===== config.mk =====
export PLATFORM = sky130hd
export DESIGN_NAME = dest_reg_bank_flat
export DESIGN_NICKNAME = d
export VERILOG_FILES = /design/src/rtl/dest_reg_bank_if.sv /design/src/rtl/dest_reg_bank.sv /design/src/flat_wrapper.sv
export SDC_FILE = /design/constraint.sdc
export NUM_CORES = 1
export LEC_CHECK = 0
export BUFFER_PORTS_ARGS = -buffer_cell sky130_fd_sc_hd__buf_2
export CORE_MARGIN = 3
export CORE_UTILIZATION = 45
export DETAILED_ROUTE_END_ITERATION = 7
export PLACE_DENSITY = 0.74
export REMOVE_ABC_BUFFERS = 1
export SLEW_MARGIN = 25
export SYNTH_ARGS = -nofsm -noshare
export SYNTH_HDL_FRONTEND = slang
export SYNTH_SLANG_ARGS = --single-unit

===== constraint.sdc =====
create_clock -name clk -period 3.85 [get_ports clk]
set_input_delay 0.1925 -clock clk [delete_from_list [all_inputs] [get_ports clk]]
set_output_delay 0.1925 -clock clk [all_outputs]
set_load 0.02 [all_outputs]

===== src/rtl/dest_reg_bank_if.sv =====
// Command/status bundle for dest_reg_bank; master drives commands, slave is the pointer bank.
interface dest_reg_bank_if #(
    parameter int N  = 10,
    parameter int CH = 4,
    parameter int SW = 4,
    parameter int LW = 8
);
    localparam int CSW = (CH > 1) ? $clog2(CH) : 1;

    logic [CSW-1:0]  ch_sel;
    logic            pim_load;
    logic            mov_load;
    logic            upd_load;
    logic            cfg_load;
    logic            burst_start;
    logic [N-1:0]    d_in;
    logic [N-1:0]    mov_in;
    logic [SW-1:0]   stride_in;
    logic [N-1:0]    limit_in;
    logic [LW-1:0]   burst_len;
    logic [CH*N-1:0] q_all;
    logic [N-1:0]    q_sel;
    logic [CH-1:0]   wrap;
    logic            busy;
    logic            burst_done;

    modport master (
        output ch_sel, pim_load, mov_load, upd_load, cfg_load, burst_start,
        output d_in, mov_in, stride_in, limit_in, burst_len,
        input  q_all, q_sel, wrap, busy, burst_done
    );

    modport slave (
        input  ch_sel, pim_load, mov_load, upd_load, cfg_load, burst_start,
        input  d_in, mov_in, stride_in, limit_in, burst_len,
        output q_all, q_sel, wrap, busy, burst_done
    );
endinterface


===== src/rtl/dest_reg_bank.sv =====
// CH-channel destination pointer bank with per-channel stride/limit and a single-channel burst stepper.
// Optional macro DEST_SAT_EN: steps saturate at limit instead of wrapping.
module dest_reg_bank #(
    parameter int N  = 10,
    parameter int CH = 4,
    parameter int SW = 4,
    parameter int LW = 8
) (
    input  logic             clk,
    input  logic             rst,
    dest_reg_bank_if.slave   bus
);
    localparam int CSW = (CH > 1) ? $clog2(CH) : 1;

    typedef enum logic [1:0] {IDLE, RUN, DONE} state_t;

    state_t         state_q;
    logic [CSW-1:0] bch_q;
    logic [LW-1:0]  rem_q;
    logic           busy_q;
    logic           done_q;

    logic [N-1:0]   ptr_q    [CH];
    logic [N-1:0]   ptr_d    [CH];
    logic [SW-1:0]  stride_q [CH];
    logic [N-1:0]   limit_q  [CH];
    logic [CH-1:0]  wrap_q;
    logic [CH-1:0]  wrap_d;

    // Returns {wrap, next}; the test Q+stride > limit equals Q > limit-stride without underflow.
    function automatic logic [N:0] step_f(input logic [N-1:0] q, input logic [SW-1:0] s,
                                          input logic [N-1:0] lim);
        logic [N:0] sum;
        logic [N:0] rem;
        sum = {1'b0, q} + (N+1)'(s);
        rem = sum - ({1'b0, lim} + (N+1)'(1));
        if (s == '0)
            return {1'b0, q};
        if (sum > {1'b0, lim}) begin
`ifdef DEST_SAT_EN
            return {(q != lim), lim};
`else
            return {1'b1, rem[N-1:0]};
`endif
        end
        return {1'b0, sum[N-1:0]};
    endfunction

    always_comb begin
        logic       sel;
        logic       bstep;
        logic [N:0] st;
        wrap_d = '0;
        for (int unsigned k = 0; k < CH; k++) begin
            ptr_d[k] = ptr_q[k];
            sel      = (bus.ch_sel == CSW'(k));
            bstep    = (state_q == RUN) && (bch_q == CSW'(k));
            st       = step_f(ptr_q[k], stride_q[k], limit_q[k]);
            if (sel && bus.pim_load) begin
                ptr_d[k] = bus.d_in;
            end else if (sel && bus.mov_load) begin
                ptr_d[k] = bus.mov_in;
            end else if (bstep || (sel && bus.upd_load)) begin
                ptr_d[k]  = st[N-1:0];
                wrap_d[k] = st[N];
            end
        end
    end

    always_ff @(posedge clk) begin
        if (rst) begin
            for (int unsigned k = 0; k < CH; k++) begin
                ptr_q[k]    <= '0;
                stride_q[k] <= SW'(1);
                limit_q[k]  <= '1;
            end
            wrap_q <= '0;
        end else begin
            for (int unsigned k = 0; k < CH; k++) begin
                ptr_q[k] <= ptr_d[k];
                if (bus.cfg_load && (bus.ch_sel == CSW'(k))) begin
                    stride_q[k] <= bus.stride_in;
                    limit_q[k]  <= bus.limit_in;
                end
            end
            wrap_q <= wrap_d;
        end
    end

    always_ff @(posedge clk) begin
        if (rst) begin
            state_q <= IDLE;
            bch_q   <= '0;
            rem_q   <= '0;
            busy_q  <= 1'b0;
            done_q  <= 1'b0;
        end else begin
            case (state_q)
                IDLE: begin
                    done_q <= 1'b0;
                    if (bus.burst_start) begin
                        bch_q <= bus.ch_sel;
                        rem_q <= bus.burst_len;
                        if (bus.burst_len == '0) begin
                            state_q <= DONE;
                            done_q  <= 1'b1;
                        end else begin
                            state_q <= RUN;
                            busy_q  <= 1'b1;
                        end
                    end
                end
                RUN: begin
                    rem_q <= rem_q - LW'(1);
                    if (rem_q == LW'(1)) begin
                        state_q <= DONE;
                        busy_q  <= 1'b0;
                        done_q  <= 1'b1;
                    end
                end
                DONE: begin
                    state_q <= IDLE;
                    done_q  <= 1'b0;
                end
                default: begin
                    state_q <= IDLE;
                    busy_q  <= 1'b0;
                    done_q  <= 1'b0;
                end
            endcase
        end
    end

    always_comb begin
        bus.q_all = '0;
        bus.q_sel = '0;
        for (int unsigned k = 0; k < CH; k++) begin
            bus.q_all[k*N +: N] = ptr_q[k];
            if (bus.ch_sel == CSW'(k))
                bus.q_sel = ptr_q[k];
        end
    end

    assign bus.wrap       = wrap_q;
    assign bus.busy       = busy_q;
    assign bus.burst_done = done_q;
endmodule


===== src/flat_wrapper.sv =====
// flat-port wrapper written by rule: the top's interface ports become plain ports
module dest_reg_bank_flat 
#(
    parameter int N  = 10,
    parameter int CH = 4,
    parameter int SW = 4,
    parameter int LW = 8
)
  (clk, rst, bus_ch_sel, bus_pim_load, bus_mov_load, bus_upd_load, bus_cfg_load, bus_burst_start, bus_d_in, bus_mov_in, bus_stride_in, bus_limit_in, bus_burst_len, bus_q_all, bus_q_sel, bus_wrap, bus_busy, bus_burst_done);
  dest_reg_bank_if #(.N(N), .CH(CH), .SW(SW), .LW(LW)) bus_i ();
  input  logic clk;
  input  logic rst;
  input wire logic [$bits(bus_i.ch_sel)-1:0] bus_ch_sel;
  input wire logic [$bits(bus_i.pim_load)-1:0] bus_pim_load;
  input wire logic [$bits(bus_i.mov_load)-1:0] bus_mov_load;
  input wire logic [$bits(bus_i.upd_load)-1:0] bus_upd_load;
  input wire logic [$bits(bus_i.cfg_load)-1:0] bus_cfg_load;
  input wire logic [$bits(bus_i.burst_start)-1:0] bus_burst_start;
  input wire logic [$bits(bus_i.d_in)-1:0] bus_d_in;
  input wire logic [$bits(bus_i.mov_in)-1:0] bus_mov_in;
  input wire logic [$bits(bus_i.stride_in)-1:0] bus_stride_in;
  input wire logic [$bits(bus_i.limit_in)-1:0] bus_limit_in;
  input wire logic [$bits(bus_i.burst_len)-1:0] bus_burst_len;
  output wire logic [$bits(bus_i.q_all)-1:0] bus_q_all;
  output wire logic [$bits(bus_i.q_sel)-1:0] bus_q_sel;
  output wire logic [$bits(bus_i.wrap)-1:0] bus_wrap;
  output wire logic [$bits(bus_i.busy)-1:0] bus_busy;
  output wire logic [$bits(bus_i.burst_done)-1:0] bus_burst_done;
  assign bus_i.ch_sel = bus_ch_sel;
  assign bus_i.pim_load = bus_pim_load;
  assign bus_i.mov_load = bus_mov_load;
  assign bus_i.upd_load = bus_upd_load;
  assign bus_i.cfg_load = bus_cfg_load;
  assign bus_i.burst_start = bus_burst_start;
  assign bus_i.d_in = bus_d_in;
  assign bus_i.mov_in = bus_mov_in;
  assign bus_i.stride_in = bus_stride_in;
  assign bus_i.limit_in = bus_limit_in;
  assign bus_i.burst_len = bus_burst_len;
  assign bus_q_all = bus_i.q_all;
  assign bus_q_sel = bus_i.q_sel;
  assign bus_wrap = bus_i.wrap;
  assign bus_busy = bus_i.busy;
  assign bus_burst_done = bus_i.burst_done;
  dest_reg_bank #(.N(N), .CH(CH), .SW(SW), .LW(LW)) u_core (.clk(clk), .rst(rst), .bus(bus_i));
endmodule

==> results.ini, run 1 <==
[run_status]
status = completed

[cells_and_area]
fill_cells = 1822
fin_util_pct = 54.2
final_area_um2 = 10600
drive_above_1_share_pct = 21.0
areaGrowthSynthToFinish_pct = 17.9
fin_cells = 1428
final_net_count = 1270

[floorplanning]
core-area_um2 = 19600
die_h_um = 148
start_util_pct = 46.0
ios = 107
die_area_um2 = 21800
die_w_um = 148
rows = 51

[synthesis]
synthMostInstantiatedCell = a21oi_1
ys_ff_latch = 114
syn_inst = 1030
ys_types = 70
seq_area_frac_synth_pct = 31.5
syn_area_um2 = 9010
async_reset_ff_share_pct = 0
synthTopCellsByCount = a21oi_1, inv_1, nand2_1, ha_1, dfxtp_1
synth-edff-count = 56
ys_warn_count = 0
syn_area_per_cell_um2 = 8.75
post-synth-top-area-fraction_pct = 18.7
yosys_most_used_dff = dfxtp_1
ys_top_cells_by_area = edfxtp_1, dfxtp_1, ha_1
yosysTopAreaCell = edfxtp_1

[critical_path]
crit_path_cell_trace = ha_1, inv_1, fa_1, nor2b_1, o21ai_0, nand2b_1, and3_1, xor2_2, ha_4, a21oi_2, nor2b_1, a221oi_1, o31a_1, or3_1, a21oi_1, o221a_2
crit_fanout = 5
worstSetupEndpointType = register
critPathBufInv = 1
cp-start-kind = register
crit_path_frequent_cell = nor2b_1
critical_path_class = reg -> reg
required_ns = 4.22
crit_family = compound AO/OA/AOI/OAI gates
cpMaxStageDelayCell = fa_1
slowest_delay_ns = 0.40
cp.arrival_ns = 4.13

[power]
peakVddDrop_mv = 0.302
p_leak_nw = 4.68
swShare_pct = 38.7
internal_power_mw = 3.27
seq_power_share_pct = 29.4
power_frac_clock_pct = 29.3
p_sw_mw = 2.06
pwr-share-comb_pct = 41.3
p_per_area_nw_per_um2 = 502

[routing]
met2_length_um = 13000
drtPass1Iterations = 5
via_count = 8878
wl_met1_um = 12500
via_per_inst = 6.22
highest_layer = met4
wl_um = 30400
antenna_left = 0
drt_first_iter_violations = 1059
drc = 0
post_drt_wl_per_cell_um = 21.3
wl_met3_um = 3580

[worst_hold_path]
hold_class = in -> reg

[global_routing]
antenna_found_initial = 0
grt_max_degree = 39
grt_pass1_vias = 8453
grt_remaining_overflow = 0
grtUsageTotal_pct = 27.4
grt_pass1_wl_um = 46000

[place]
place_area_um2 = 9850
dpl.cell_count = 1382
gp_congestion = 0.986
port-buffer-count = 106
dp_hpwl_um = 22600

[clock_tree]
clk_latency_ns = 0.43
cts_made_buffers = 17
cts_buffer_depth = 2
clk_pin_slew_ns = 0.05
cts_max_level = 4
cts_tree = built
cts_hold_buf = 0
numClockSinks = 114
cts_root_buf = clkbuf_16

[timing]
setup_violations = 0
min_period_ns = 3.76
skew_ns = 0.00818
final_hold_viol_count = 0
max_freq_mhz = 266
drv_slew = 0
maxSlewHeadroom_pct = 54.7
tightest_slew_ns = 0.677
finalCritPeriodShare_pct = 97.8
tns_ns = 0
holdWs_ns = 0.118

[run]
cap_viol_max_count = 0

==> cells by family (layout without fill, tap and decap cells) <==
kind of cell / count (synthesis) / count (layout) / synth area share, %
buffers and inverters: 124 / 256 / 5.48
xor gates and xnor gates: 56 / 56 / 5.44
AOI/OAI and AO/OA: 308 / 308 / 22.5
and+or+nand+nor: 320 / 320 / 18.9
muxes: 38 / 38 / 5.69
other: 0 / 1 / 0
DFF: 114 / 114 / 31.5
adders and majority gates: 70 / 70 / 10.4
==> metal layers <==
layer,up-vias,track usage (%)
met1,4208,38.4
li1,4087,-
met4,0,11.0
met3,64,7.20
met5,-,0
met2,519,40.3
==> worst reg2reg max path, delay by kind of cell, from the launching register on <==
family,cells,cell delay (ns)
AND/OR/NAND/NOR,5,1.04
XOR/XNOR,1,0.24
flip-flops,1,0.36
adder cells (fa/ha/maj),3,0.87
AO/OA/AOI/OAI,6,1.11
buffers and inverters,1,0.07
==> flip-flops by register name (all words and copies together) (netlist names) <==
register	count
u_core.limit_q	40
u_core.ptr_q	40
u_core.stride_q	16
u_core.rem_q	8
u_core.bus.wrap	4
u_core.bch_q	2
u_core.state_q	2
u_core.bus.burst_done	1
u_core.bus.busy	1
==> per-stage QoR <==
step                      setup WS (ns)  total power, mW
after global routing            -0.0418             5.62
after CTS                        0.0263             5.23
after floorplan                  -0.160             3.02
after global placement            0.150             3.62
after detailed placement         0.0710             3.67
final                            0.0856             5.34
==> area by class of cell <==
cell class	count	area, um2	area share (%)
Multi-Input combinational cell	792	5760	54.2
Sequential cell	114	2840	26.8
Timing Repair Buffer	139	795	7.48
Clock buffer	18	429	4.04
Tap cell	265	332	3.12
Inverter	85	319	3.00
Clock inverter	14	141	1.33
Antenna cell	1	2.50	0.0236
==> worst paths after layout <==
| check | from | to | slack (ns) | depth (start not counted) |
|---|---|---|---|---|
| setup / recovery | u_core.stride_q[0][12]$_SDFFCE_PN1P_ | u_core.ptr_q[3][0]$_SDFFE_PP0P_ | 0.09 | 16 |
| hold / removal | bus_burst_len[0] | u_core.rem_q[0]$_SDFFE_PP0P_ | 0.12 | 3 |
| setup reg to reg | u_core.stride_q[0][12]$_SDFFCE_PN1P_ | u_core.ptr_q[3][0]$_SDFFE_PP0P_ | 0.09 | 16 |
| hold reg to reg | u_core.bus.busy$_SDFFE_PP0P_ | u_core.bus.busy$_SDFFE_PP0P_ | 0.46 | 2 |
==> cell usage in the layout, fill, tap and decap left out, types with 14 or more instances in the layout <==
master,synthesis,final
and3_1,21,21
a31oi_1,14,14
o21ai_0,57,57
or3_1,30,29
ha_1,62,59
a211oi_1,23,23
or4_1,14,14
nor2_1,57,57
xnor2_1,41,41
a21o_1,19,19
inv_1,85,85
dfxtp_1,58,57
clkbuf_16,0,17
nand2_1,63,63
edfxtp_1,56,56
nand2b_1,19,19
nand3_1,26,26
buf_2,5,106
buf_4,2,31
o21ai_1,14,14
nor3_1,20,18
or2_2,17,17
a21oi_1,86,84
mux2i_1,22,22
o221ai_1,20,20
==> power by group through the flow <==
stage	Sequential (mW)	Clock, mW	Combinational (mW)
after floorplan	1.61	0	1.41
after global placement	1.58	0	2.04
after detailed placement	1.58	0	2.08
after CTS	1.56	1.57	2.11
after global routing	1.58	1.62	2.41
final	1.57	1.56	2.20
==> repair_timing <==
item	in CTS	in global routing
resized for setup	0	18
setup buffers	0	13
setup endpoints to repair	0	41
No activity file was read; power rests on OpenSTA's default activity.
==> run 2, diff against run 1 <==
Settings changed: REMOVE_ABC_BUFFERS 1 to unset.
==> run 2 against run 1 <==
Compared with the run above:
- sequential cell count unchanged
- clock power down 7%
- first-iteration DRC count up 6.0%
- power down 1.8%
- worst hold slack worse by 0.011 ns
- cell area down 0.14%
- critical path depth unchanged
- sequential power about the same
- maximum frequency up 1.8%
- critical endpoint unchanged
==> results.ini, run 2 (synthesis results as in run 1) <==
[clock_tree]
cts_root_buf = clkbuf_16
numClockSinks = 114  ; unchanged
clk_pin_slew_ns = 0.06  ; about the same
cts_buffer_depth = 2  ; unchanged
cts_max_level = 4  ; unchanged
cts_hold_buf = 0  ; unchanged
cts_tree = built
clk_latency_ns = 0.43  ; about the same
cts_made_buffers = 17  ; unchanged

[cells_and_area]
fill_cells = 1830  ; +0.44%
drive_above_1_share_pct = 21.5  ; +0.53 points
multi_input_area_um2 = 5780  ; +0.35%
reg_top3 = u_core.limit_q: 40 flops, u_core.ptr_q: 40 flops, u_core.stride_q: 16 flops
layout_commonest_cell = buf_2
final_net_count = 1269  ; -0.079%
regArea_um2 = 2850  ; +0.13%
layout_common_cells = buf_2, inv_1, a21oi_1, nand2_1, ha_1
areaGrowthSynthToFinish_pct = 17.7

[routing]
drc = 0  ; unchanged
wl_um = 31000  ; +2.1%
wl_met3_um = 3560  ; -0.53%
met2_length_um = 13700  ; +5.4%
via_per_inst = 6.30  ; +1.3%
drt_first_iter_violations = 1123  ; +6.0%
drtPass1Iterations = 8  ; +3
via_count = 8987  ; +1.2%
highest_layer = met4
post_drt_wl_per_cell_um = 21.7  ; +2.2%
wl_met1_um = 12600  ; +0.83%
antenna_left = 0  ; unchanged

[timing]
setup_violations = 0  ; unchanged
tns_ns = 0  ; unchanged
setup_slack_ns = 0.152  ; +0.0667 ns
drv_slew = 0  ; unchanged
maxSlewHeadroom_pct = 53.4  ; -1.3 points
tightest_slew_ns = 0.697  ; +0.0194 ns
min_period_ns = 3.70  ; -0.0667 ns
finalCritPeriodShare_pct = 96.0  ; -1.7 points
final_hold_viol_count = 0  ; unchanged
max_freq_mhz = 270  ; +1.8%
skew_ns = 0.00932  ; +0.00114 ns
holdWs_ns = 0.107  ; -0.0115 ns

[global_routing]
grt_remaining_overflow = 0  ; unchanged
grt_pass1_wl_um = 46000  ; about the same
grtUsageTotal_pct = 27.3  ; -0.094 points
grt_max_degree = 39  ; unchanged
grt_pass1_vias = 8435  ; -0.21%
antenna_found_initial = 0  ; unchanged

[floorplanning]
ios = 107  ; unchanged
core-area_um2 = 19600  ; unchanged
die_w_um = 148  ; unchanged
start_util_pct = 46.0  ; unchanged
die_h_um = 148  ; unchanged
die_area_um2 = 21800  ; unchanged
rows = 51  ; unchanged

[worst_hold_path]
hold_class = in -> reg

[run]
cap_viol_max_count = 0  ; unchanged

[critical_path]
cpMaxStageDelayCell = fa_1
crit_path_cell_trace = ha_2, inv_1, fa_1, nor2b_1, o21ai_0, nand2b_1, and3_1, xor2_1, ha_1, a21oi_2, nor2b_1, a221oi_1, o31a_1, or3_1, a21oi_2, o221a_2
crit_fanout = 5  ; unchanged
slowest_delay_ns = 0.40  ; about the same
required_ns = 4.22  ; about the same
cp-start-kind = register
worstSetupEndpointType = register
cp.arrival_ns = 4.07  ; -0.06 ns
critical_path_class = reg -> reg

[place]
gp_congestion = 1.00  ; +2.0%
dp_hpwl_um = 23100  ; +1.8%
dp_slack_ns = 0.0379  ; -0.0331 ns
port-buffer-count = 106  ; unchanged

[power]
p_total_mw = 5.24  ; -1.8%
p_per_area_nw_per_um2 = 494  ; -1.7%
peakVddDrop_mv = 0.311  ; +2.9%
p_leak_nw = 4.65  ; -0.57%

[run_status]
status = completed

[synthesis]
synth_nets = 1151

-- run 2: final cells by class --
| cell class | count | area share, % |
|---|---|---|
| inverters | 85 | 3.01 |
| repair buffers | 138 | 7.42 |
| multi-input cells | 792 | 54.5 |
| clock buffers | 18 | 4.05 |
| flip-flops and latches | 114 | 26.8 |
| diodes | 1 | 0.0236 |
| well taps | 265 | 3.13 |
| clock inverters | 14 | 1.04 |
-- run 2: worst paths after layout --
kind | startpoint | to | slack (ns) | cells past startpoint
worst max-delay path | u_core.stride_q[0][12]$_SDFFCE_PN1P_ | u_core.ptr_q[3][0]$_SDFFE_PP0P_ | 0.15 | 16
worst min-delay path | bus_burst_len[0] | u_core.rem_q[0]$_SDFFE_PP0P_ | 0.11 | 3
worst max register to register | u_core.stride_q[0][12]$_SDFFCE_PN1P_ | u_core.ptr_q[3][0]$_SDFFE_PP0P_ | 0.15 | 16
worst min register to register | u_core.bus.busy$_SDFFE_PP0P_ | u_core.bus.busy$_SDFFE_PP0P_ | 0.45 | 2
-- run 2: metrics by stage --
stage | utilization [%] | instances | instance area (um2)
CTS | 53.1 | 1413 | 10400
global placement | 50.2 | 1381 | 9840
finish | 54.1 | 1427 | 10600
floorplan | - | 1030 | 9010
detailed placement | 50.3 | 1381 | 9850
global route | 54.1 | 1426 | 10600
-- run 2: critical path: cells and delay by family (launching register included) --
kind / cells / cell delay, ns
buf+inv: 1 / 0.05
xor+xnor: 1 / 0.22
flops: 1 / 0.37
simple gates: 5 / 1.00
fa+ha+maj: 3 / 0.94
compound gates: 6 / 1.06
-- run 2: routing by layer --
metal  vias to the layer above  GRT usage, %
li1                       4075             -
met3                        87          8.12
met5                         -             0
met2                       523          41.7
met4                         0          10.3
met1                      4302          36.7
-- run 2: where the power goes --
part	switching [mW]	leakage [nW]	internal, mW
logic	1.30	3.37	0.916
clock network	0.622	0.253	0.826
registers	0.170	1.03	1.40
total	2.09	4.65	3.15
-- run 2: repair_timing --
action / in CTS / in global routing
pin swaps: 0 / 10
setup buffers: 0 / 13
endpoints found under the setup margin: 7 / 42
resized for setup: 2 / 24
==> run 3, diff against run 2 <==
Settings changed: RECOVER_POWER set to 50.
==> run 3 against run 2 <==
Compared with the run above:
- the run now ends with capacitance limit, slew limit left
- global-route usage is the same
- clock-buffer cell count is the same
- routed wire length shrank 0.40%
- clock skew shrank 0.0014 ns
- critical path depth is the same
- die area is the same
- worst hold slack is essentially flat
- non-clock buffer count is the same
- sequential cell count is the same
- via count shrank 0.93%
- critical endpoint unchanged
- register-to-register slack is essentially flat
- cell area shrank 0.76%
==> results.ini, run 3 (synthesis results as in run 1) <==
[critical_path]
cpMaxStageDelayCell = fa_1
r2r_start = u_core.ptr_q[3][0]$_SDFFE_PP0P_
critical_path_class = reg -> reg
reg2regPathDepth = 16  ; unchanged
r2r_end = u_core.ptr_q[3][0]$_SDFFE_PP0P_
critPathBufInv = 1  ; unchanged
slowest_delay_ns = 0.40  ; about the same
worstSetupEndpointType = register
crit_path_cell_trace = ha_2, inv_1, fa_1, nor2b_1, o21ai_0, nand2b_1, and3_1, xor2_1, ha_1, a21oi_2, nor2b_1, a221oi_1, o31a_1, or3_1, a21oi_2, o221a_2
r2r_slack_ns = 0.15  ; about the same
cp-start-kind = register
crit_fanout = 5  ; unchanged
crit_family = compound AO/OA/AOI/OAI gates
cp.arrival_ns = 4.07  ; about the same
required_ns = 4.22  ; about the same

[routing]
drt_first_iter_violations = 1072  ; -4.5%
drc = 0  ; unchanged
via_per_inst = 6.24  ; -0.87%
post_drt_wl_per_cell_um = 21.7  ; -0.33%
via_count = 8903  ; -0.93%
wl_um = 30900  ; -0.40%
drtPass1Iterations = 5  ; -3
antenna_left = 0  ; unchanged

[place]
dp_hpwl_um = 23100  ; unchanged
port-buffer-count = 106  ; unchanged
gp_congestion = 1.00  ; unchanged
place_area_um2 = 9850  ; unchanged
dpl.cell_count = 1381  ; unchanged

[timing]
min_period_ns = 3.70  ; +0.00106 ns
max_freq_mhz = 270  ; about the same
maxSlewHeadroom_pct = -0.335  ; -54 points
tns_ns = 0  ; unchanged
skew_ns = 0.00796  ; -0.00135 ns
setup_violations = 0  ; unchanged
finalCritPeriodShare_pct = 96.1  ; about the same
tightest_slew_ns = 1.51  ; +0.808 ns
drv_slew = 25  ; +25
holdWs_ns = 0.106  ; -0.000362 ns
final_hold_viol_count = 0  ; unchanged

[power]
p_per_area_nw_per_um2 = 496  ; +0.38%
peakVddDrop_mv = 0.312  ; +0.26%
p_leak_nw = 4.45  ; -4.2%
p_total_mw = 5.22  ; -0.38%

[cells_and_area]
final_net_count = 1269  ; unchanged
fin_cells = 1426  ; -0.070%
layout_common_cells = inv_1, a21oi_1, nand2_1, ha_1, buf_2
layout_commonest_cell = inv_1
reg_top3 = u_core.limit_q: 40 flops, u_core.ptr_q: 40 flops, u_core.stride_q: 16 flops
drive_above_1_share_pct = 17.0  ; -4.6 points
antenna_cells = 0  ; -1
areaGrowthSynthToFinish_pct = 16.8
final_area_um2 = 10500  ; -0.76%

[run_status]
status = finished with violations
violations = capacitance limit, slew limit

[clock_tree]
clk_pin_slew_ns = 0.06  ; about the same
cts_buffer_depth = 2  ; unchanged
clk_latency_ns = 0.43  ; about the same
numClockSinks = 114  ; unchanged
cts_root_buf = clkbuf_16
cts_tree = built
cts_max_level = 4  ; unchanged
cts_made_buffers = 17  ; unchanged

[run]
cap_viol_max_count = 1  ; +1

[worst_hold_path]
hold_class = in -> reg
hold_start = bus_burst_len[0]
whs_endpoint = u_core.rem_q[0]$_SDFFE_PP0P_
hold_depth = 3  ; unchanged

[global_routing]
busiest_layer = met2
grtUsageTotal_pct = 27.3  ; unchanged
grt_max_degree = 39  ; unchanged
grt_remaining_overflow = 0  ; unchanged
grtUsageMet2_pct = 41.7  ; unchanged
grt_pass1_vias = 8435  ; unchanged
antenna_found_initial = 0  ; unchanged
met1_usage_pct = 36.7  ; unchanged
grt_use_met3_pct = 8.12  ; unchanged
grt_pass1_wl_um = 46000  ; unchanged

[floorplanning]
start_util_pct = 46.0  ; unchanged
die_h_um = 148  ; unchanged
die_w_um = 148  ; unchanged
core-area_um2 = 19600  ; unchanged
die_area_um2 = 21800  ; unchanged
rows = 51  ; unchanged
ios = 107  ; unchanged

[synthesis]
synth_nets = 1151  ; unchanged

## run 3: what timing repair did
action | in CTS | in global routing
resized for setup | 2 | 24
pin swaps | 0 | 10
setup buffers | 0 | 13
endpoints found under the setup margin | 7 | 42
hold buffers | 0 | 0
hold endpoints to repair | 0 | 0
## run 3: cell type report
type	count	area (um2)
fill	1856	9060
multi-input combinational	792	5770
sequential	114	2850
timing repair buffer	138	719
clock buffer	18	429
tap	265	332
inverter	85	319
clock inverter	14	110
## run 3: through the flow
step                setup WS (ns)  utilization [%]
global route              -0.0618             53.7
detailed placement         0.0379             50.3
floorplan                   0.187                -
global placement           0.0942             50.2
CTS                        0.0330             53.1
finish                      0.151             53.7
## run 3: worst register-to-register path, stage by stage, from the launching register on
cell	delay, ns
dfxtp_2	0.36
ha_2	0.20
inv_1	0.05
fa_1	0.40
nor2b_1	0.12
o21ai_0	0.07
nand2b_1	0.15
and3_1	0.19
xor2_1	0.22
ha_1	0.33
a21oi_2	0.20
nor2b_1	0.15
a221oi_1	0.08
o31a_1	0.38
or3_1	0.40
a21oi_2	0.14
o221a_2	0.19
## run 3: power by group
group	leakage (nW)	switching (mW)	internal, mW
logic	3.17	1.30	0.897
clock network	0.253	0.623	0.826
registers	1.03	0.171	1.40
total	4.45	2.09	3.13
## run 3: worst max path at each step
stage	start	endpoint	slack, ns	depth (start not counted)
global route	u_core.stride_q[0][0]$_SDFFCE_PN1P_	u_core.ptr_q[0][8]$_SDFFE_PP0P_	-0.06	15
global placement	u_core.ptr_q[1][0]$_SDFFE_PP0P_	u_core.ptr_q[1][8]$_SDFFE_PP0P_	0.09	17
detailed placement	u_core.ptr_q[1][0]$_SDFFE_PP0P_	u_core.ptr_q[1][8]$_SDFFE_PP0P_	0.04	17
CTS	u_core.ptr_q[1][0]$_SDFFE_PP0P_	u_core.ptr_q[1][8]$_SDFFE_PP0P_	0.03	17
finish	u_core.ptr_q[3][0]$_SDFFE_PP0P_	u_core.ptr_q[3][0]$_SDFFE_PP0P_	0.15	16
floorplan	u_core.ptr_q[0][0]$_SDFFE_PP0P_	u_core.ptr_q[0][8]$_SDFFE_PP0P_	0.19	15
## run 3: per-layer routing
metal | routed length [um] | up-vias
li1 | - | 4072
met1 | 12500 | 4255
met2 | 13800 | 500
met3 | 3650 | 76
met4 | 979 | 0
met5 | 0 | -
